$ cat src/rtl/vga.sv
// -----------------------------------------------------------------------------
// vga : fixed-mode VGA timing generator with an eight-bar colour test pattern.
//
// Produces 640x480 @ 60 Hz timing from a 100 MHz system clock. A free-running
// prescaler yields one pixel tick every CLK_DIV system clocks; horizontal and
// vertical counters advance on that tick, and every output is a register that
// loads the decode of the current (pre-increment) counter position on the tick.
//
// Ports
//   clk     in   1  system clock, all logic on the rising edge
//   reset   in   1  asynchronous, active-high reset
//   VGA_HS  out  1  horizontal sync, active low
//   VGA_VS  out  1  vertical sync, active low
//   VGA_R   out  4  red intensity
//   VGA_G   out  4  green intensity
//   VGA_B   out  4  blue intensity
// -----------------------------------------------------------------------------
module vga #(
    parameter int unsigned H_ACTIVE = 640,
    parameter int unsigned H_FP     = 16,
    parameter int unsigned H_SYNC   = 96,
    parameter int unsigned H_BP     = 48,
    parameter int unsigned V_ACTIVE = 480,
    parameter int unsigned V_FP     = 10,
    parameter int unsigned V_SYNC   = 2,
    parameter int unsigned V_BP     = 33,
    parameter int unsigned CLK_DIV  = 4
) (
    input  logic       clk,
    input  logic       reset,
    output logic       VGA_HS,
    output logic       VGA_VS,
    output logic [3:0] VGA_R,
    output logic [3:0] VGA_G,
    output logic [3:0] VGA_B
);

    // ------------------------------------------------------------------------
    // Derived timing constants
    // ------------------------------------------------------------------------
    localparam int unsigned H_TOTAL      = H_ACTIVE + H_FP + H_SYNC + H_BP;
    localparam int unsigned V_TOTAL      = V_ACTIVE + V_FP + V_SYNC + V_BP;
    localparam int unsigned H_SYNC_START = H_ACTIVE + H_FP;
    localparam int unsigned H_SYNC_END   = H_SYNC_START + H_SYNC;  // exclusive
    localparam int unsigned V_SYNC_START = V_ACTIVE + V_FP;
    localparam int unsigned V_SYNC_END   = V_SYNC_START + V_SYNC;  // exclusive

    // Eight equal-width bars across the visible line.
    localparam int unsigned NUM_BARS = 8;
    localparam int unsigned BAR_W    = H_ACTIVE / NUM_BARS;

    localparam int unsigned DIV_W = (CLK_DIV > 1) ? $clog2(CLK_DIV) : 1;
    localparam int unsigned H_W   = $clog2(H_TOTAL);
    localparam int unsigned V_W   = $clog2(V_TOTAL);

    localparam logic [DIV_W-1:0] DIV_LAST = DIV_W'(CLK_DIV - 1);
    localparam logic [H_W-1:0]   H_LAST   = H_W'(H_TOTAL - 1);
    localparam logic [V_W-1:0]   V_LAST   = V_W'(V_TOTAL - 1);

    // ------------------------------------------------------------------------
    // State
    // ------------------------------------------------------------------------
    logic [DIV_W-1:0] r_div;
    logic [H_W-1:0]   r_h;
    logic [V_W-1:0]   r_v;

    logic             r_hs_n;
    logic             r_vs_n;
    logic [3:0]       r_red;
    logic [3:0]       r_green;
    logic [3:0]       r_blue;

    // ------------------------------------------------------------------------
    // Combinational decode of the current counter position
    // ------------------------------------------------------------------------
    logic             w_pix_en;
    logic             w_h_last;
    logic             w_v_last;
    logic             w_hs_n;
    logic             w_vs_n;
    logic             w_active;
    logic [2:0]       w_bar;
    logic [2:0]       w_rgb_on;   // {red, green, blue} enables for the bar
    logic [3:0]       w_red;
    logic [3:0]       w_green;
    logic [3:0]       w_blue;

    assign w_pix_en = (r_div == DIV_LAST);
    assign w_h_last = (r_h == H_LAST);
    assign w_v_last = (r_v == V_LAST);

    assign w_hs_n = !((r_h >= H_W'(H_SYNC_START)) && (r_h < H_W'(H_SYNC_END)));
    assign w_vs_n = !((r_v >= V_W'(V_SYNC_START)) && (r_v < V_W'(V_SYNC_END)));

    assign w_active = (r_h < H_W'(H_ACTIVE)) && (r_v < V_W'(V_ACTIVE));

    // Bar index = h / BAR_W, built as a chain of constant compares so no
    // divider is inferred. Only meaningful inside the active region.
    always_comb begin
        w_bar = '0;
        for (int k = 1; k < int'(NUM_BARS); k++) begin
            if (r_h >= H_W'(k * int'(BAR_W))) begin
                w_bar = w_bar + 3'd1;
            end
        end
    end

    // Bar colours, left to right: white, yellow, cyan, green, magenta, red,
    // blue, black.
    always_comb begin
        w_rgb_on = 3'b000;
        unique case (w_bar)
            3'd0:    w_rgb_on = 3'b111;
            3'd1:    w_rgb_on = 3'b110;
            3'd2:    w_rgb_on = 3'b011;
            3'd3:    w_rgb_on = 3'b010;
            3'd4:    w_rgb_on = 3'b101;
            3'd5:    w_rgb_on = 3'b100;
            3'd6:    w_rgb_on = 3'b001;
            3'd7:    w_rgb_on = 3'b000;
            default: w_rgb_on = 3'b000;
        endcase
    end

    assign w_red   = (w_active && w_rgb_on[2]) ? 4'hF : 4'h0;
    assign w_green = (w_active && w_rgb_on[1]) ? 4'hF : 4'h0;
    assign w_blue  = (w_active && w_rgb_on[0]) ? 4'hF : 4'h0;

    // ------------------------------------------------------------------------
    // Pixel-rate prescaler
    // ------------------------------------------------------------------------
    always_ff @(posedge clk or posedge reset) begin
        if (reset) begin
            r_div <= '0;
        end else if (w_pix_en) begin
            r_div <= '0;
        end else begin
            r_div <= r_div + 1'b1;
        end
    end

    // ------------------------------------------------------------------------
    // Horizontal / vertical counters; the line counter steps on the same tick
    // that wraps the pixel counter.
    // ------------------------------------------------------------------------
    always_ff @(posedge clk or posedge reset) begin
        if (reset) begin
            r_h <= '0;
            r_v <= '0;
        end else if (w_pix_en) begin
            if (w_h_last) begin
                r_h <= '0;
                r_v <= w_v_last ? '0 : r_v + 1'b1;
            end else begin
                r_h <= r_h + 1'b1;
            end
        end
    end

    // ------------------------------------------------------------------------
    // Output registers: capture the pre-increment position's decode, so the
    // pins lag the counters by exactly one pixel tick.
    // ------------------------------------------------------------------------
    always_ff @(posedge clk or posedge reset) begin
        if (reset) begin
            r_hs_n  <= 1'b1;
            r_vs_n  <= 1'b1;
            r_red   <= 4'h0;
            r_green <= 4'h0;
            r_blue  <= 4'h0;
        end else if (w_pix_en) begin
            r_hs_n  <= w_hs_n;
            r_vs_n  <= w_vs_n;
            r_red   <= w_red;
            r_green <= w_green;
            r_blue  <= w_blue;
        end
    end

    assign VGA_HS = r_hs_n;
    assign VGA_VS = r_vs_n;
    assign VGA_R  = r_red;
    assign VGA_G  = r_green;
    assign VGA_B  = r_blue;

endmodule

$ cat config.mk
export PLATFORM = sky130hd
export DESIGN_NAME = vga
export DESIGN_NICKNAME = d
export VERILOG_FILES = /design/src/rtl/vga.sv
export SDC_FILE = /design/constraint.sdc
export NUM_CORES = 1
export LEC_CHECK = 0
export CAP_MARGIN = 20
export CORE_MARGIN = 2
export CORE_UTILIZATION = 45
export CTS_CLUSTER_SIZE = 16
export DETAILED_ROUTE_END_ITERATION = 12
export REMOVE_ABC_BUFFERS = 1
export SETUP_SLACK_MARGIN = 0.2
export SLEW_MARGIN = 20
export SYNTH_ARGS = -nofsm -noshare
export SYNTH_HDL_FRONTEND = slang
export SYNTH_SLANG_ARGS = --single-unit
$ cat constraint.sdc
create_clock -name clk -period 4.6 [get_ports clk]
set_input_delay 0.46 -clock clk [delete_from_list [all_inputs] [get_ports clk]]
set_output_delay 0.46 -clock clk [all_outputs]
set_load 0.05 [all_outputs]
==> out/qor.csv, run 1 <==
stage;metric;value;unit
status;run status;completed;
power_and_ir_drop;P per Cell Area;181;nW/um^2
finish;antenna cell count;0;
timing;skew final;0.00341;ns
floorplan;# IOs;16;
timing;post-layout minimum cycle time;4.00;ns
floorplan;core area;4060;sq um
cts;clock buffer count from CTS;3;
power_and_ir_drop;logic gate share of total power;1.4;%
drt;Vias per Instance;5.56;
drt;post-route ant nets;0;
drt;Detailed Routing Iterations Pass 1;4;
drt;WL/cell;13.5;microns
cts;clk sinks;27;
min_path;Hold Path Class;reg -> reg;
critical_path;Arr. time, crit path;4.14;ns
floorplan;Starting Density;47.6;%
timing;fin crit share;87.0;%
yosys;Syn Area/Cell;9.03;sq um
power_and_ir_drop;Psw;0.0782;mW
finish;fill cell count;368;
floorplan;Die ar.;4830;sq um
critical_path;CP Launch Type;register;
timing;final-report setup violation count;0;
cts;TritonCTS clock tree;done;
yosys;Mapped Area;1930;sq um
yosys;fraction of registers with async set/reset;100;%
global_routing;pin count of the biggest net entering global routing;28;
global_routing;initial antenna violation count;0;
yosys;Yosys top cell area share;32.4;%
floorplan;site row count;23;
finish;layout cell share with drive strength beyond 1;10.3;%
timing;Final Hold Vio Count;0;
timing;Slew @ Worst Pin;0.694;ns
timing;setup tns final;0;ns
yosys;post-synthesis register bit count;27;
critical_path;CP Class;reg -> reg;
global_routing;first-pass GRT wire length;6.42;mm
yosys;sequential fraction of the synthesis area;35.1;%
placement;Final GP Congestion;0.766;
timing;Max Freq;250;MHz
power_and_ir_drop;total chip power;0.377;mW
timing;Slew Viols, Final;0;
power_and_ir_drop;Sequential Power Share;62.9;%
critical_path;WP data required;4.73;ns
placement;Port-buffer cells;15;
timing;headroom to the max-slew limit;52.5;%
yosys;Cell variety after synth;51;
cts;htree depth;1;
global_routing;total congestion overflow;0;
yosys;top cells by area in the synthesized netlist;dfrtp_1, ha_1, xnor2_1, buf_4, nand2_1;
floorplan;Die W;69.5;microns
cts;clock root buffer master;clkbuf_8;
drt;total number of vias;1467;
drt;initial DRC count;78;
cts;Clock Path Buffers;2;
power_and_ir_drop;Clk pwr share;35.6;%
placement;Detailed Place HPWL;2.59;mm
yosys;Synth area leader;dfrtp_1;
drt;final wirelength;3.56;mm
timing;unrepaired setup endpoints after global routing;false;
cts;Clk pin slew, worst setup/hold paths;0.09;ns
power_and_ir_drop;Sw Ratio;20.7;%
power_and_ir_drop;VDD IR-drop max;0.113;mV
run;max cap viols;0;
power_and_ir_drop;Leakage;0.915;nW
drt;DRC errors left;0;
critical_path;worst-path fanout max;12;
power_and_ir_drop;total internal power;0.299;mW
global_routing;vias in the first global route;1386;
critical_path;CP Capture Type;register;
finish;Layout area overhead;7.77;%
yosys;Mapped Cells;214;
global_routing;GRT Util Overall;16.0;%
yosys;yosys synthesis warning count;0;
finish;Nets;230;
cts;worst-skew pair later-pin latency;0.27;ns
yosys;ys flop type;dfrtp_1;
yosys;EDFF count, synth;0;
floorplan;die extent in y;69.5;microns
==> critical path, stage by stage, from the launching register on <==
cell and delay [ns]:
dfrtp_1 0.57, o21ai_0 0.14, and3b_1 0.23, ha_1 0.46, xor2_2 0.23, ha_1 0.27
xor2_1 0.15, nor2_1 0.07, a221oi_1 0.25, ha_1 0.28, and2_1 0.14, or2_1 0.23
ha_1 0.19, nand2_1 0.06, nor2_1 0.05, xor2_1 0.18, xnor2_1 0.16, xnor2_1 0.13
o22ai_1 0.08
==> power by group through the flow <==
| stage | logic (mW) | clock network (mW) | registers, mW |
|---|---|---|---|
| 2_1_floorplan | 0.00351 | 0 | 0.242 |
| 3_3_place_gp | 0.00560 | 0 | 0.242 |
| 3_5_place_dp | 0.00599 | 0 | 0.242 |
| 4_1_cts | 0.00598 | 0.140 | 0.237 |
| 5_1_grt | 0.00670 | 0.152 | 0.237 |
| 6_report | 0.00544 | 0.134 | 0.237 |
==> routing by layer <==
layer	vias up	GRT usage, %	wire length (microns)
met3	4	3.49	104
met4	0	2.61	22
met2	25	25.6	1650
li1	731	-	-
met1	707	22.5	1780
met5	-	0	0
==> cells in the final DEF (no fill, tap or decap), drive strengths merged, types with 3 or more instances in the layout <==
master and instances:
dfrtp 25, nand2 21, o21ai 19, nor2 16, clkdlybuf4s50 15, ha 13
inv 13, xnor2 10, xor2 9, nand4 7, and3 7, nand3 7
a21oi 5, mux2i 4, nand2b 4, clkbuf 3
==> flip-flops by register name, indices dropped and copies added (netlist names) <==
register,flops
VGA_B,1
VGA_G,1
VGA_HS,1
VGA_R,1
VGA_VS,1
r_div,2
r_h,10
r_v,10
==> area by class of cell <==
class                      count  area (sq um)  area share, %
timing repair buffer          15           150           7.21
clock buffer                   3          41.3           1.98
multi-input combinational    155          1090           52.5
tap                           50          62.6           3.00
clock inverter                 1          5.00          0.240
sequential                    27           682           32.8
inverter                      13          48.8           2.34
==> kinds of logic (layout without fill, tap and decap cells) <==
logic type               after synthesis  count (layout)  share of synthesized area (%)
AND/OR/NAND/NOR                       81              81                           24.0
AO/OA/AOI/OAI                         37              37                           12.0
buffers and inverters                 32              32                           8.48
flip-flops                            27              27                           35.1
XOR/XNOR                              19              19                           9.39
adder cells (fa/ha/maj)               13              13                           8.42
multiplexers                           5               5                           2.66
==> cells in the mapped netlist (all sizes together) (4+ instances only) <==
master,count
nand2,21
mux2i,4
nand4,7
xnor2,10
dfrtp,25
nand2b,4
and3,7
ha,13
nand3,7
xor2,9
nor2,16
buf,17
o21ai,19
a21oi,5
inv,13
==> what timing repair did <==
item,in CTS,in global routing
setup endpoints to repair,0,1
hold buffers,0,0
gates resized for setup,0,4
buffers inserted,0,0
==> path summary, 6_finish.rpt <==
kind / end / slack, ns / cells after the start / startpoint
max in group asynchronous: r_h[7] / 3.64 / 2 / reset
max reg2reg: VGA_G[2] / 0.60 / 18 / r_h[5]
min in group asynchronous: r_div[1] / 0.55 / 2 / reset
min: r_div[0] / 0.43 / 1 / r_div[0]
min reg2reg: r_div[0] / 0.43 / 1 / r_div[0]
max: VGA_G[2] / 0.60 / 18 / r_h[5]
==> through the flow <==
step	cell area [sq um]	hold slack [ns]	worst slack, ns	util (%)	instances
final	2080	0.434	0.597	51.3	264
after global routing	2080	0.462	0.221	51.3	264
after CTS	2080	0.439	0.419	51.2	264
after detailed placement	2030	0.425	0.434	50.0	260
after global placement	2030	0.414	0.607	50.0	260
after floorplan	1820	0.403	0.802	-	195
(Power assumes the default switching activity.)
==> run 2, diff against run 1 <==
--- a/config.mk
+++ b/config.mk
@@ -10,6 +10,7 @@
 export CORE_UTILIZATION = 45
 export CTS_CLUSTER_SIZE = 16
 export DETAILED_ROUTE_END_ITERATION = 12
+export RECOVER_POWER = 100
 export REMOVE_ABC_BUFFERS = 1
 export SETUP_SLACK_MARGIN = 0.2
 export SLEW_MARGIN = 20
==> constraint.sdc (replaced) <==
create_clock -name clk -period 5.2 [get_ports clk]
set_input_delay 0.52 -clock clk [delete_from_list [all_inputs] [get_ports clk]]
set_output_delay 0.52 -clock clk [all_outputs]
set_load 0.05 [all_outputs]
==> run 2 against run 1 <==
  * Clock skew barely moved
  * Critical path depth did not move
  * Flip-flop and latch count did not move
  * Cell count did not move
  * Worst hold slack improved by 0.0010 ns
  * Total power fell by 12%
  * Die area did not move
==> out/qor.csv, run 2 (synthesis gave the netlist of run 1 again) <==
stage;metric;value;unit;change
global_routing;first-pass GRT wire length;6.35;mm;-0.98%
power_and_ir_drop;total internal power;0.264;mW;-12%
critical_path;Critical Path Slowest Stage Cell;dfrtp_1;;
floorplan;Starting Density;47.6;%;unchanged
global_routing;pin count of the biggest net entering global routing;28;;unchanged
cts;clock root buffer master;clkbuf_8;;
floorplan;Die W;69.5;microns;unchanged
drt;Detailed Routing Iterations Pass 1;4;;unchanged
finish;Layout area overhead;6.09;%;
critical_path;count of buffer and inverter cells on the critical path;0;;unchanged
critical_path;CP top delay family;simple AND/OR/NAND/NOR gates;;
drt;final wirelength;3.57;mm;+0.17%
power_and_ir_drop;Sw Ratio;20.5;%;-0.26 points
power_and_ir_drop;VDD IR-drop max;0.0916;mV;-19%
finish;antenna cell count;0;;unchanged
global_routing;GRT Util Overall;15.7;%;-0.24 points
power_and_ir_drop;P per Cell Area;162;nW/um^2;-11%
timing;unrepaired setup endpoints after global routing;false;;
drt;post-route ant nets;0;;unchanged
cts;htree depth;1;;unchanged
cts;worst-skew pair later-pin latency;0.27;ns;about the same
global_routing;vias in the first global route;1385;;-0.072%
finish;Layout Utilization;50.5;%;-0.80 points
critical_path;Arr. time, crit path;4.41;ns;+0.27 ns
finish;layout cell share with drive strength beyond 1;5.61;%;-4.7 points
power_and_ir_drop;total chip power;0.332;mW;-12%
timing;Final Hold Vio Count;0;;unchanged
drt;initial DRC count;46;;-41%
floorplan;Die ar.;4830;sq um;unchanged
global_routing;total congestion overflow;0;;unchanged
timing;worst hold slack;0.435;ns;+0.00103 ns
placement;worst slack, placed;1.02;ns;+0.584 ns
critical_path;WP data required;5.34;ns;+0.61 ns
finish;biggest regs;r_h: 10 flops, r_v: 10 flops, r_div: 2 flops;;
placement;placed instance count;260;;unchanged
placement;Detailed Place HPWL;2.59;mm;about the same
drt;DRC errors left;0;;unchanged
critical_path;CP Capture Type;register;;
timing;final-report setup violation count;0;;unchanged
finish;post-route cell area;2050;sq um;-1.6%
timing;Max Freq;234;MHz;-6.4%
cts;CTS Hold Bufs;0;;unchanged
global_routing;initial antenna violation count;0;;unchanged
cts;post-CTS setup buffer count;0;;unchanged
placement;Port-buffer cells;15;;unchanged
timing;post-layout minimum cycle time;4.28;ns;+0.274 ns
finish;most frequent cells in the layout;dfrtp_1, nand2_1, o21ai_0, nor2_1, dlygate4sd3_1;;
power_and_ir_drop;Psw;0.0680;mW;-13%
timing;skew final;0.00358;ns;+0.000173 ns
finish;Nets;230;;unchanged
critical_path;CP most frequent cell;ha_1;;
cts;TritonCTS clock tree;done;;
critical_path;CP Launch Type;register;;
cts;clk sinks;27;;unchanged
drt;Vias per Instance;5.62;;+1.2%
finish;commonest non-fill, non-tap cell in the layout;dfrtp_1;;
timing;headroom to the max-slew limit;28.0;%;-25 points
finish;fin cells;264;;unchanged
power_and_ir_drop;Sequential Power Share;63.2;%;+0.3 points
cts;clock buffer count from CTS;3;;unchanged
power_and_ir_drop;Clk pwr share;35.4;%;-0.2 points
placement;area post-placement;2030;sq um;unchanged
floorplan;site row count;23;;unchanged
drt;WL/cell;13.5;microns;+0.17%
timing;fin crit share;82.2;%;-4.8 points
cts;Clk pin slew, worst setup/hold paths;0.09;ns;about the same
critical_path;CP cell instances;nor2_1, and3b_1, ha_1, xor2_1, ha_1, xor2_1, nor2_1, a221oi_1, ha_1, and2_0, or2_1, ha_1, nand2_1, nor2_1, xor2_1, xnor2_1, xnor2_1, o22ai_1;;
timing;Slew Viols, Final;0;;unchanged
timing;fin worst setup slack;0.923;ns;+0.326 ns
timing;setup tns final;0;ns;unchanged
drt;total number of vias;1484;;+1.2%
critical_path;crit-path max cell delay;0.55;ns;-0.02 ns
critical_path;CP Class;reg -> reg;;
cts;Clock Path Buffers;2;;unchanged
status;run status;completed;;
timing;Slew @ Worst Pin;1.07;ns;+0.377 ns
floorplan;core area;4060;sq um;unchanged
min_path;Hold Path Class;reg -> reg;;
critical_path;worst-path fanout max;14;;+2
floorplan;# IOs;16;;unchanged
power_and_ir_drop;logic gate share of total power;1.4;%;about the same
power_and_ir_drop;Leakage;0.872;nW;-4.8%
cts;post_cts resized;0;;unchanged
placement;Final GP Congestion;0.766;;unchanged
run;max cap viols;0;;unchanged
floorplan;die extent in y;69.5;microns;unchanged
[run 2: metal layers]
metal  GRT usage (%)  up-vias  part of all wire (%)
met4            2.83        0                  0.59
met1            21.0      717                    48
met2            26.1       30                    48
li1                -      733                     -
met5               0        -                     0
met3            3.92        4                   3.8
[run 2: worst register-to-register path, delay by kind of cell (launching register included)]
family          cells  cell delay [ns]
compound gates      2             0.34
flops               1             0.55
simple gates        7             1.17
fa+ha+maj           4             1.12
xor+xnor            5             0.96
[run 2: area by class of cell]
cell class,count,area (sq um)
multi-input combinational,155,1060
clock inverter,1,5.00
timing repair buffer,15,150
sequential,27,678
inverter,13,48.8
fill,373,2010
tap,50,62.6
clock buffer,3,41.3
[run 2: power groups by stage]
| stage | Sequential [mW] | Combinational [mW] | Clock, mW |
|---|---|---|---|
| after global placement | 0.214 | 0.00495 | 0 |
| after global routing | 0.210 | 0.00561 | 0.132 |
| after CTS | 0.210 | 0.00518 | 0.124 |
| final | 0.210 | 0.00456 | 0.118 |
| after floorplan | 0.214 | 0.00310 | 0 |
| after detailed placement | 0.214 | 0.00516 | 0 |
[run 2: final timing paths]
kind                           from        to  slack [ns]  depth (start not counted)
min in group asynchronous     reset    r_v[2]        0.93                          2
min reg2reg                r_div[0]  r_div[0]        0.43                          1
max reg2reg                  r_h[9]  VGA_G[2]        0.92                         18
max in group asynchronous     reset    r_h[9]        3.65                          2
max                          r_h[9]  VGA_G[2]        0.92                         18
min                        r_div[0]  r_div[0]        0.43                          1
==> run 3, diff against run 2 <==
--- a/config.mk
+++ b/config.mk
@@ -10,6 +10,7 @@
 export CORE_UTILIZATION = 45
 export CTS_CLUSTER_SIZE = 16
 export DETAILED_ROUTE_END_ITERATION = 12
+export PLACE_DENSITY = 0.67
 export RECOVER_POWER = 100
 export REMOVE_ABC_BUFFERS = 1
 export SETUP_SLACK_MARGIN = 0.2
==> constraint.sdc (replaced) <==
create_clock -name clk -period 3.8 [get_ports clk]
set_input_delay 0.38 -clock clk [delete_from_list [all_inputs] [get_ports clk]]
set_output_delay 0.38 -clock clk [all_outputs]
set_load 0.05 [all_outputs]
==> run 3 against run 2 <==
  * Sequential power grew 37%
  * Non-clock buffer count grew 17
  * Clock-buffer cell count grew 1
  * Clock skew grew 0.0054 ns
  * Combinational power grew 36%
  * Via count grew 1.6%
  * Flip-flop and latch count is the same
==> out/qor.csv, run 3 (synthesis gave the netlist of run 1 again) <==
stage;metric;value;unit;change
global_routing;GRT Util Overall;16.2;%;+0.46 points
drt;Vias per Instance;5.37;;-4.5%
critical_path;crit-path max cell delay;0.40;ns;-0.15 ns
timing;Max Freq;278;MHz;+19%
drt;WL/cell;13.0;microns;-3.7%
drt;final wirelength;3.66;mm;+2.6%
power_and_ir_drop;Sequential Power Share;62.8;%;-0.4 points
power_and_ir_drop;logic gate share of total power;1.4;%;about the same
timing;setup tns final;0;ns;unchanged
floorplan;Die W;69.5;microns;unchanged
critical_path;CP Capture Type;register;;
power_and_ir_drop;total internal power;0.363;mW;+37%
power_and_ir_drop;Clk pwr share;35.9;%;+0.5 points
global_routing;total congestion overflow;0;;unchanged
finish;layout cell share with drive strength beyond 1;16.0;%;+10 points
timing;unrepaired setup endpoints after global routing;true;;
timing;final-report setup violation count;0;;unchanged
critical_path;count of buffer and inverter cells on the critical path;0;;unchanged
finish;Nets;247;;+7.4%
global_routing;grt peak-use layer;met2;;
cts;worst-skew pair later-pin latency;0.27;ns;about the same
placement;Port-buffer cells;15;;unchanged
finish;antenna cell count;0;;unchanged
placement;Final GP Congestion;0.752;;-1.9%
drt;DRC errors left;0;;unchanged
timing;Slew Viols, Final;0;;unchanged
cts;CTS Hold Bufs;0;;unchanged
floorplan;die extent in y;69.5;microns;unchanged
critical_path;reg-to-reg setup timing slack;0.20;ns;-0.72 ns
timing;fin crit share;94.6;%;+12 points
drt;initial DRC count;87;;+89%
power_and_ir_drop;Sw Ratio;20.6;%;+0.16 points
finish;Layout area overhead;15.2;%;
global_routing;first-pass GRT wire length;6.50;mm;+2.3%
finish;most frequent cells in the layout;dfrtp_1, nand2_1, buf_4;;
floorplan;Starting Density;47.6;%;unchanged
placement;placed instance count;271;;+4.2%
global_routing;met2 GRT Util;26.7;%;+0.64 points
min_path;Hold Path Class;reg -> reg;;
critical_path;worst-path fanout max;3;;-11
timing;Slew @ Worst Pin;1.01;ns;-0.0617 ns
power_and_ir_drop;Psw;0.0944;mW;+39%
cts;Clk pin slew, worst setup/hold paths;0.10;ns;about the same
floorplan;site row count;23;;unchanged
drt;Detailed Routing Iterations Pass 1;4;;unchanged
status;run status;completed;;
power_and_ir_drop;Leakage;0.949;nW;+8.9%
cts;Clock Path Buffers;2;;unchanged
global_routing;vias in the first global route;1417;;+2.3%
power_and_ir_drop;total chip power;0.457;mW;+38%
timing;headroom to the max-slew limit;32.1;%;+4.1 points
min_path;hold path start;r_div[0];;
floorplan;Die ar.;4830;sq um;unchanged
critical_path;WP data required;3.94;ns;-1.40 ns
critical_path;Setup crit start;r_h[9];;
cts;htree depth;1;;unchanged
placement;worst slack, placed;0.102;ns;-0.916 ns
finish;biggest regs;r_h: 10 flops, r_v: 10 flops, r_div: 2 flops;;
critical_path;CP top delay family;simple AND/OR/NAND/NOR gates;;
finish;fin cells;281;;+6.4%
finish;commonest non-fill, non-tap cell in the layout;dfrtp_1;;
timing;post-layout minimum cycle time;3.60;ns;-0.681 ns
floorplan;core area;4060;sq um;unchanged
cts;TritonCTS clock tree;done;;
floorplan;# IOs;16;;unchanged
run;max cap viols;0;;unchanged
cts;clk sinks;27;;unchanged
finish;fill cell count;374;;+0.27%
power_and_ir_drop;P per Cell Area;206;nW/um^2;+27%
critical_path;CP cell instances;nor2_2, and3b_2, ha_1, xor2_2, ha_4, xor2_1, nor2_1, a221oi_2, ha_1, and2_1, or2_1, ha_2, nand2_1, nor2_1, xor2_1, xnor2_1, xnor2_1, o22ai_1;;
critical_path;Critical Path Slowest Stage Cell;dfrtp_1;;
timing;skew final;0.00894;ns;+0.00536 ns
critical_path;Arr. time, crit path;3.73;ns;-0.68 ns
drt;post-route ant nets;0;;unchanged
power_and_ir_drop;VDD IR-drop max;0.156;mV;+71%
cts;clock root buffer master;clkbuf_8;;
global_routing;grt met1 use;21.9;%;+0.89 points
finish;Layout Utilization;54.8;%;+4.3 points
global_routing;GR Util met3;2.76;%;-1.2 points
placement;Detailed Place HPWL;2.64;mm;+2.2%
cts;clock buffer count from CTS;3;;unchanged
timing;fin worst setup slack;0.204;ns;-0.719 ns
global_routing;pin count of the biggest net entering global routing;28;;unchanged
global_routing;initial antenna violation count;0;;unchanged
critical_path;R2R Path Start;r_h[9];;
critical_path;CP Launch Type;register;;
timing;Final Hold Vio Count;0;;unchanged
drt;total number of vias;1508;;+1.6%
critical_path;CP Class;reg -> reg;;
## run 3: cell type report
cell class | instances | area [sq um] | area share (%)
well taps | 50 | 62.6 | 2.81
inverters | 13 | 48.8 | 2.19
repair buffers | 32 | 278 | 12.5
multi-input cells | 155 | 1110 | 50.0
flip-flops and latches | 27 | 678 | 30.5
clock buffers | 4 | 45.0 | 2.02
## run 3: stage by stage
| step | area (sq um) | hold WS, ns |
|---|---|---|
| after CTS | 2190 | 0.437 |
| after global routing | 2220 | 0.478 |
| after global placement | 2110 | 0.420 |
| after detailed placement | 2110 | 0.424 |
| final | 2220 | 0.433 |
| after floorplan | 1820 | 0.403 |
## run 3: per-layer routing
layer  vias to the layer above  share of wire (%)
met2                        31                 47
li1                        769                  -
met4                         0                1.3
met1                       702                 48
met5                         -                  0
met3                         6                3.6
## run 3: final timing paths
path / end / cells after the start
worst max-delay path: VGA_G[2] / 18
worst min-delay path: r_div[0] / 1
worst max register to register: VGA_G[2] / 18
worst min register to register: r_div[0] / 1
max in group asynchronous: r_h[3] / 2
min in group asynchronous: r_v[2] / 2
## run 3: power by group through the flow
stage                     sequential (mW)  clock, mW  combinational [mW]
final                               0.287      0.164             0.00621
after floorplan                     0.293          0             0.00424
after detailed placement            0.293          0             0.00706
after CTS                           0.287      0.170             0.00707
after global routing                0.287      0.184             0.00776
after global placement              0.293          0             0.00701
## run 3: repair_timing
item                       in CTS  in global routing
buffers inserted                3                  3
setup endpoints to repair       2                  2
pin swaps                       4                 12
resized for setup               4                  6
gates cloned                    0                  0
==> variant 1, RTL diff (flow settings as in run 3) <==
The parameter `H_BP` goes from 48 to 24.
--- a/src/rtl/vga.sv
+++ b/src/rtl/vga.sv
@@ -21,3 +21,3 @@
     parameter int unsigned H_SYNC   = 96,
-    parameter int unsigned H_BP     = 48,
+    parameter int unsigned H_BP     = 24,
     parameter int unsigned V_ACTIVE = 480,
Behaviour: same outputs for any inputs over 10 cycles, from zero or initial values and one cycle with reset high; that may be too few to reach the edited logic, so the function may still have changed.
==> variant 1 against run 3 <==
Wire length grew 10%; maximum frequency down 1.5%; highest routed layer unchanged; synthesized area down 2.7%; total power is 1.1% higher; critical path depth rose by 3; cell area rose by 4.5%; largest cell class unchanged; die area down 2.5%; setup slack got worse by 0.055 ns; sequential cell count stayed put; global-route usage rose by 1.7 points; combinational power barely moved; critical path type unchanged; hold slack better by 0.0054 ns; critical endpoint unchanged.
==> variant 1: results (changes against run 3) <==
status - completed
Multi-In Gates - 151 (-2.6%)
first-pass GRT wire length - 6375 um (-1.9%)
CP arrival - 3.80 ns (+0.07 ns)
gpl congestion - 0.7706 (+2.5%)
GRT Total Usage - 17.87% (+1.7 points)
number of global-route vias before repair - 1466 (+3.5%)
1st-iter DRT viols - 55 (-37%)
CTS root buffer - clkbuf_8
reg2reg setup slack - 0.15 ns (-0.06 ns)
Ys Warns - 0 (unchanged)
synth top area cells - dfrtp_1, ha_1, xnor2_1
largest net degree at the start of global routing - 28 (unchanged)
Post-synth top cells - dfrtp_1, nand2_1, nor2_1
Post-Place Worst Slack - 0.09228 ns (-0.01009 ns)
# H-tree levels - 1 (unchanged)
Worst-Skew Late Latency - 0.28 ns
WL/cell - 13.83 um (+6.3%)
area of the multi-input gates - 1105 um^2 (-0.68%)
Buffers, non-clock - 44 (+38%)
fraction of layout cells with a size suffix above 1 - 23.55% (+7.5 points)
Die Width - 68.65 um (-1.3%)
DRT Pass-1 Iters - 4 (unchanged)
WS Path Type - reg2reg
skew final - 0.004006 ns (-0.004938 ns)
fraction of area in registers - 29.17% (-1.3 points)
Non-clk invs - 16 (+3)
Seq cells post-synth - 27 (unchanged)
ClkCell Share - 1.991% (-0.033 points)
EDFF count, synth - 0 (unchanged)
post-synthesis xor/xnor area fraction - 8.849% (-0.54 points)
largest registers - r_h (10), r_v (10), r_div (2)
CTS clk-pin slew, worst paths - 0.10 ns (about the same)
R2R Path Start - r_h[7]
post-synthesis mux area share - 1.663% (-0.99 points)
Compound-Gate Fraction of Synth Area - 13.11% (+1.1 points)
detailed-placement wirelength estimate - 2700 um (+2.1%)
fillers - 370 (-1.1%)
Synth Area in Adders - 8.649% (+0.23 points)
Max FO, Critical Path - 8 (+5)
DP Area - 2039 um^2 (-3.4%)
Peak VDD IR - 0.2058 mV (+32%)
Seq/Total Area, Yosys - 36.06% (+0.96 points)
Nets - 258 (+4.5%)
vias - 1567 (+3.9%)
non-clk buf share - 15.82% (+3.3 points)
Netlist cell types - 47 (-7.8%)
# clk buffers - 3 (-1)
worst-margin pin slew - 1.022 ns (+0.01272 ns)
Static Leak - 1.019 nW (+7.4%)
Fmax - 273.9 MHz (-1.5%)
==> variant 1: cell types whose count changed in the layout (fill, tap and decap cells not counted), sizes merged, moves of 3 or more <==
cell	change
nand2	-4
inv	+3
o21ai	-5
xnor2	+6
nor3	+5
xor2	-6
buf	+10
==> variant 1: path summary, 6_finish.rpt <==
path,endpoint,cells after the start
worst max-delay path,VGA_G[2],21
worst max register to register,VGA_G[2],21
min in group asynchronous,r_v[7],2
worst min-delay path,r_div[0],1
max in group asynchronous,r_v[9],2
worst min register to register,r_div[0],1
==> variant 1: critical path: cells and delay by family (launching register included) <==
kind / cells / cell delay (ns)
mux: 1 / 0.26
fa+ha+maj: 3 / 0.75
flops: 1 / 0.41
compound gates: 5 / 0.56
buf+inv: 3 / 0.47
simple gates: 6 / 0.53
xor+xnor: 3 / 0.53
==> variant 1: per-stage QoR <==
step,total power [W],cells,utilization (%),hold slack [ns]
floorplan,0.0002970,194,-,0.4031
global placement,0.0002997,268,50.99,0.4155
detailed placement,0.0002998,268,50.99,0.4290
CTS,0.0004705,286,55.11,0.4423
global route,0.0004803,292,58.12,0.4532
finish,0.0004627,292,58.12,0.4383
==> variant 1: timing repair <==
item	4_1_cts	5_1_grt
resized for setup	7	18
endpoints found under the setup margin	1	2
endpoints found under the hold margin	0	0
buffers inserted	14	6
pin swaps	11	16
==> variant 1: power breakdown <==
group	total, W	internal, W	leakage (nW)	switching [W]
logic	0.00000621	0.000000740	0.653	0.00000547
clock network	0.000169	0.0000738	0.0255	0.0000955
registers	0.000287	0.000287	0.340	0
==> variant 1: metal layers <==
layer  share of wire [%]  wire length, um  track usage [%]  up-vias
li1                    -                -                -      794
met1                  43             1728            22.01      748
met2                  54             2164            31.73       21
met3                 2.7              109            3.571        4
met4                0.84               34            4.500        0
met5                   0                0                0        -
==> variant 2, RTL diff (settings of run 3) <==
Without the edit above. Reset style: synchronous (`reset`), changed in 3 clocked blocks. Comments in the files are not updated.
--- a/src/rtl/vga.sv
+++ b/src/rtl/vga.sv
@@ -131,3 +131,3 @@
     // ------------------------------------------------------------------------
-    always_ff @(posedge clk or posedge reset) begin
+    always_ff @(posedge clk) begin
         if (reset) begin
@@ -145,3 +145,3 @@
     // ------------------------------------------------------------------------
-    always_ff @(posedge clk or posedge reset) begin
+    always_ff @(posedge clk) begin
         if (reset) begin
@@ -163,3 +163,3 @@
     // ------------------------------------------------------------------------
-    always_ff @(posedge clk or posedge reset) begin
+    always_ff @(posedge clk) begin
         if (reset) begin
Check against the original RTL: differs if reset is asserted again (counterexample within 10 cycles, from zero or initial values and one cycle with reset high); with reset held inactive, the same outputs for 10 cycles.
==> variant 2 against run 3 <==
Synthesized area shrank 3.3%; synthesized cell count decreased by 0.93%; utilization is 3.7 points lower; sequential cell count unchanged; cell area down 8.2%; setup slack better by 0.21 ns; wire length is 11% lower; highest routed layer unchanged.
Power is not compared: it rests on default switching activity, and its combinational part moved more than twofold at a synthesized area within 25%.
==> variant 2: results (changes against run 3) <==
Routed Antenna Nets - 0 (unchanged)
largest net degree at the start of global routing - 16 (-43%)
DRT Pass-1 Iters - 4 (unchanged)
Primary FF master, synth - dfxtp_1
Nets - 239 (-3.2%)
CTS root buffer - clkbuf_8
CTS clk-pin slew, worst paths - 0.09 ns
gpl congestion - 0.8015 (+6.6%)
R2R Path Start - r_h[6]
WS Path Type - reg2reg
Hold Crit Start - r_div[0]
CP arrival - 3.55 ns (-0.18 ns)
initial antenna violation count - 0 (unchanged)
# H-tree levels - 1 (unchanged)
EDFF count, synth - 0 (unchanged)
IO buf count - 15 (unchanged)
worst-margin pin slew - 0.6014 ns (-0.4076 ns)
Post-Place Worst Slack - 0.2536 ns (+0.1513 ns)
final setup margin - 0.4194 ns (+0.2149 ns)
fillers - 381 (+1.9%)
skew final - 0.008897 ns (-0.00004749 ns)
Num CTS Buffers - 3 (unchanged)
Hold Crit Class - reg2reg
status - completed
1st-iter DRT viols - 57 (-34%)
detailed-placement wirelength estimate - 2428 um (-8.2%)
synth top area cells - dfxtp_1, ha_1, xnor2_1
Worst-Skew Late Latency - 0.27 ns (about the same)
Hold WS - 0.4363 ns (+0.003414 ns)
Async S/R FF share, synth - 0% (-100 points)
Post-synth top cells - nor2_1, dfxtp_1, ha_1, xnor2_1, nand2_1
Ys Warns - 0 (unchanged)
DP Area - 1999 um^2 (-5.3%)
Seq/Total Area, Yosys - 28.94% (-6.2 points)
fraction of layout cells with a size suffix above 1 - 12.56% (-3.5 points)
Peak VDD IR - 0.1924 mV
first-pass GRT wire length - 5292 um (-19%)
NetSw - 0.0001403 W
GRT Total Usage - 14.83% (-1.4 points)
Netlist cell types - 48 (-5.9%)
drt total wl - 3272 um (-11%)
Static Leak - 0.8010 nW
Antenna Cells - 0 (unchanged)
Max FO, Critical Path - 8 (+5)
largest registers - r_h (10), r_v (10), r_div (2)
vias - 1429 (-5.2%)
number of global-route vias before repair - 1195 (-16%)
Longest Clk Path Bufs - 2 (unchanged)
-- variant 2: changes by cell type after synthesis, sizes merged, moves of 3 or more --
cell   change
inv        -5
nor2      +15
mux2i      -3
xnor2      +4
dfxtp     +27
nand3      +3
dfrtp     -25
o21ai      -9
nor3       +6
nor4b      +4
nand2      -9
xor2       +3
-- variant 2: per-layer routing --
layer  GRT usage [%]  wire [um]  part of all wire [%]  vias up
li1                -          -                     -      737
met1           19.38       1673                    51      667
met2           24.04       1450                    44       23
met3           3.454        120                   3.7        2
met4           4.500         27                  0.83        0
met5               0          0                     0        -
-- variant 2: repair_timing --
action | CTS | global route
endpoints found under the hold margin | 0 | 0
setup buffers | 0 | 3
gates resized for setup | 0 | 5
endpoints found under the setup margin | 0 | 1
-- variant 2: area by class of cell --
type / count / area share [%]
Clock inverter: 1 / 0.2449
Inverter: 8 / 1.470
Timing Repair Buffer: 25 / 10.84
Tap cell: 50 / 3.062
Multi-Input combinational cell: 159 / 55.91
Sequential cell: 27 / 26.45
Clock buffer: 3 / 2.021
-- variant 2: power groups by stage --
stage / Combinational, W / Clock (W) / Sequential [W]
floorplan: 0.0000130 / 0 / 0.000333
finish: 0.0000658 / 0.000162 / 0.000293
detailed placement: 0.0000697 / 0 / 0.000300
global route: 0.0000697 / 0.000181 / 0.000294
CTS: 0.0000698 / 0.000174 / 0.000294
global placement: 0.0000696 / 0 / 0.000300
-- variant 2: worst paths after layout --
kind / cells after the start / to
max: 19 / VGA_G[2]
min reg2reg: 1 / r_div[0]
max reg2reg: 19 / VGA_G[2]
min: 1 / r_div[0]
-- variant 2: kinds of logic (layout without fill, tap and decap cells) --
| kind of cell | after synthesis | after routing | synth area share, % |
|---|---|---|---|
| AOI/OAI and AO/OA | 26 | 26 | 10.38 |
| xor gates and xnor gates | 26 | 26 | 13.60 |
| adders and majority gates | 13 | 13 | 8.708 |
| buffers and inverters | 26 | 37 | 8.774 |
| DFF | 27 | 27 | 28.94 |
| muxes | 1 | 1 | 0.5359 |
| and+or+nand+nor | 93 | 93 | 29.07 |
-- variant 2: critical path, cell delays in order (launching register included) --
cell and delay (ns):
dfxtp_1 0.34, o21ai_0 0.08, and3b_2 0.20, buf_4 0.15, ha_4 0.33, xnor2_4 0.13, ha_1 0.25, xor2_1 0.16
o21ai_0 0.13, nand3_1 0.12, ha_1 0.29, nor2_1 0.05, a41oi_2 0.19, ha_1 0.17, nand2_1 0.05, nor2_1 0.14
xnor2_1 0.14, xnor2_1 0.16, xnor2_1 0.14, o21ai_1 0.07
-- variant 2: metrics by stage --
stage               total power [W]  cells  util, %
floorplan                 0.0003458    194        -
global placement          0.0003699    266    49.98
detailed placement        0.0003702    266    49.98
CTS                       0.0005377    270    51.14
global route              0.0005452    273    51.08
finish                    0.0005211    273    51.08
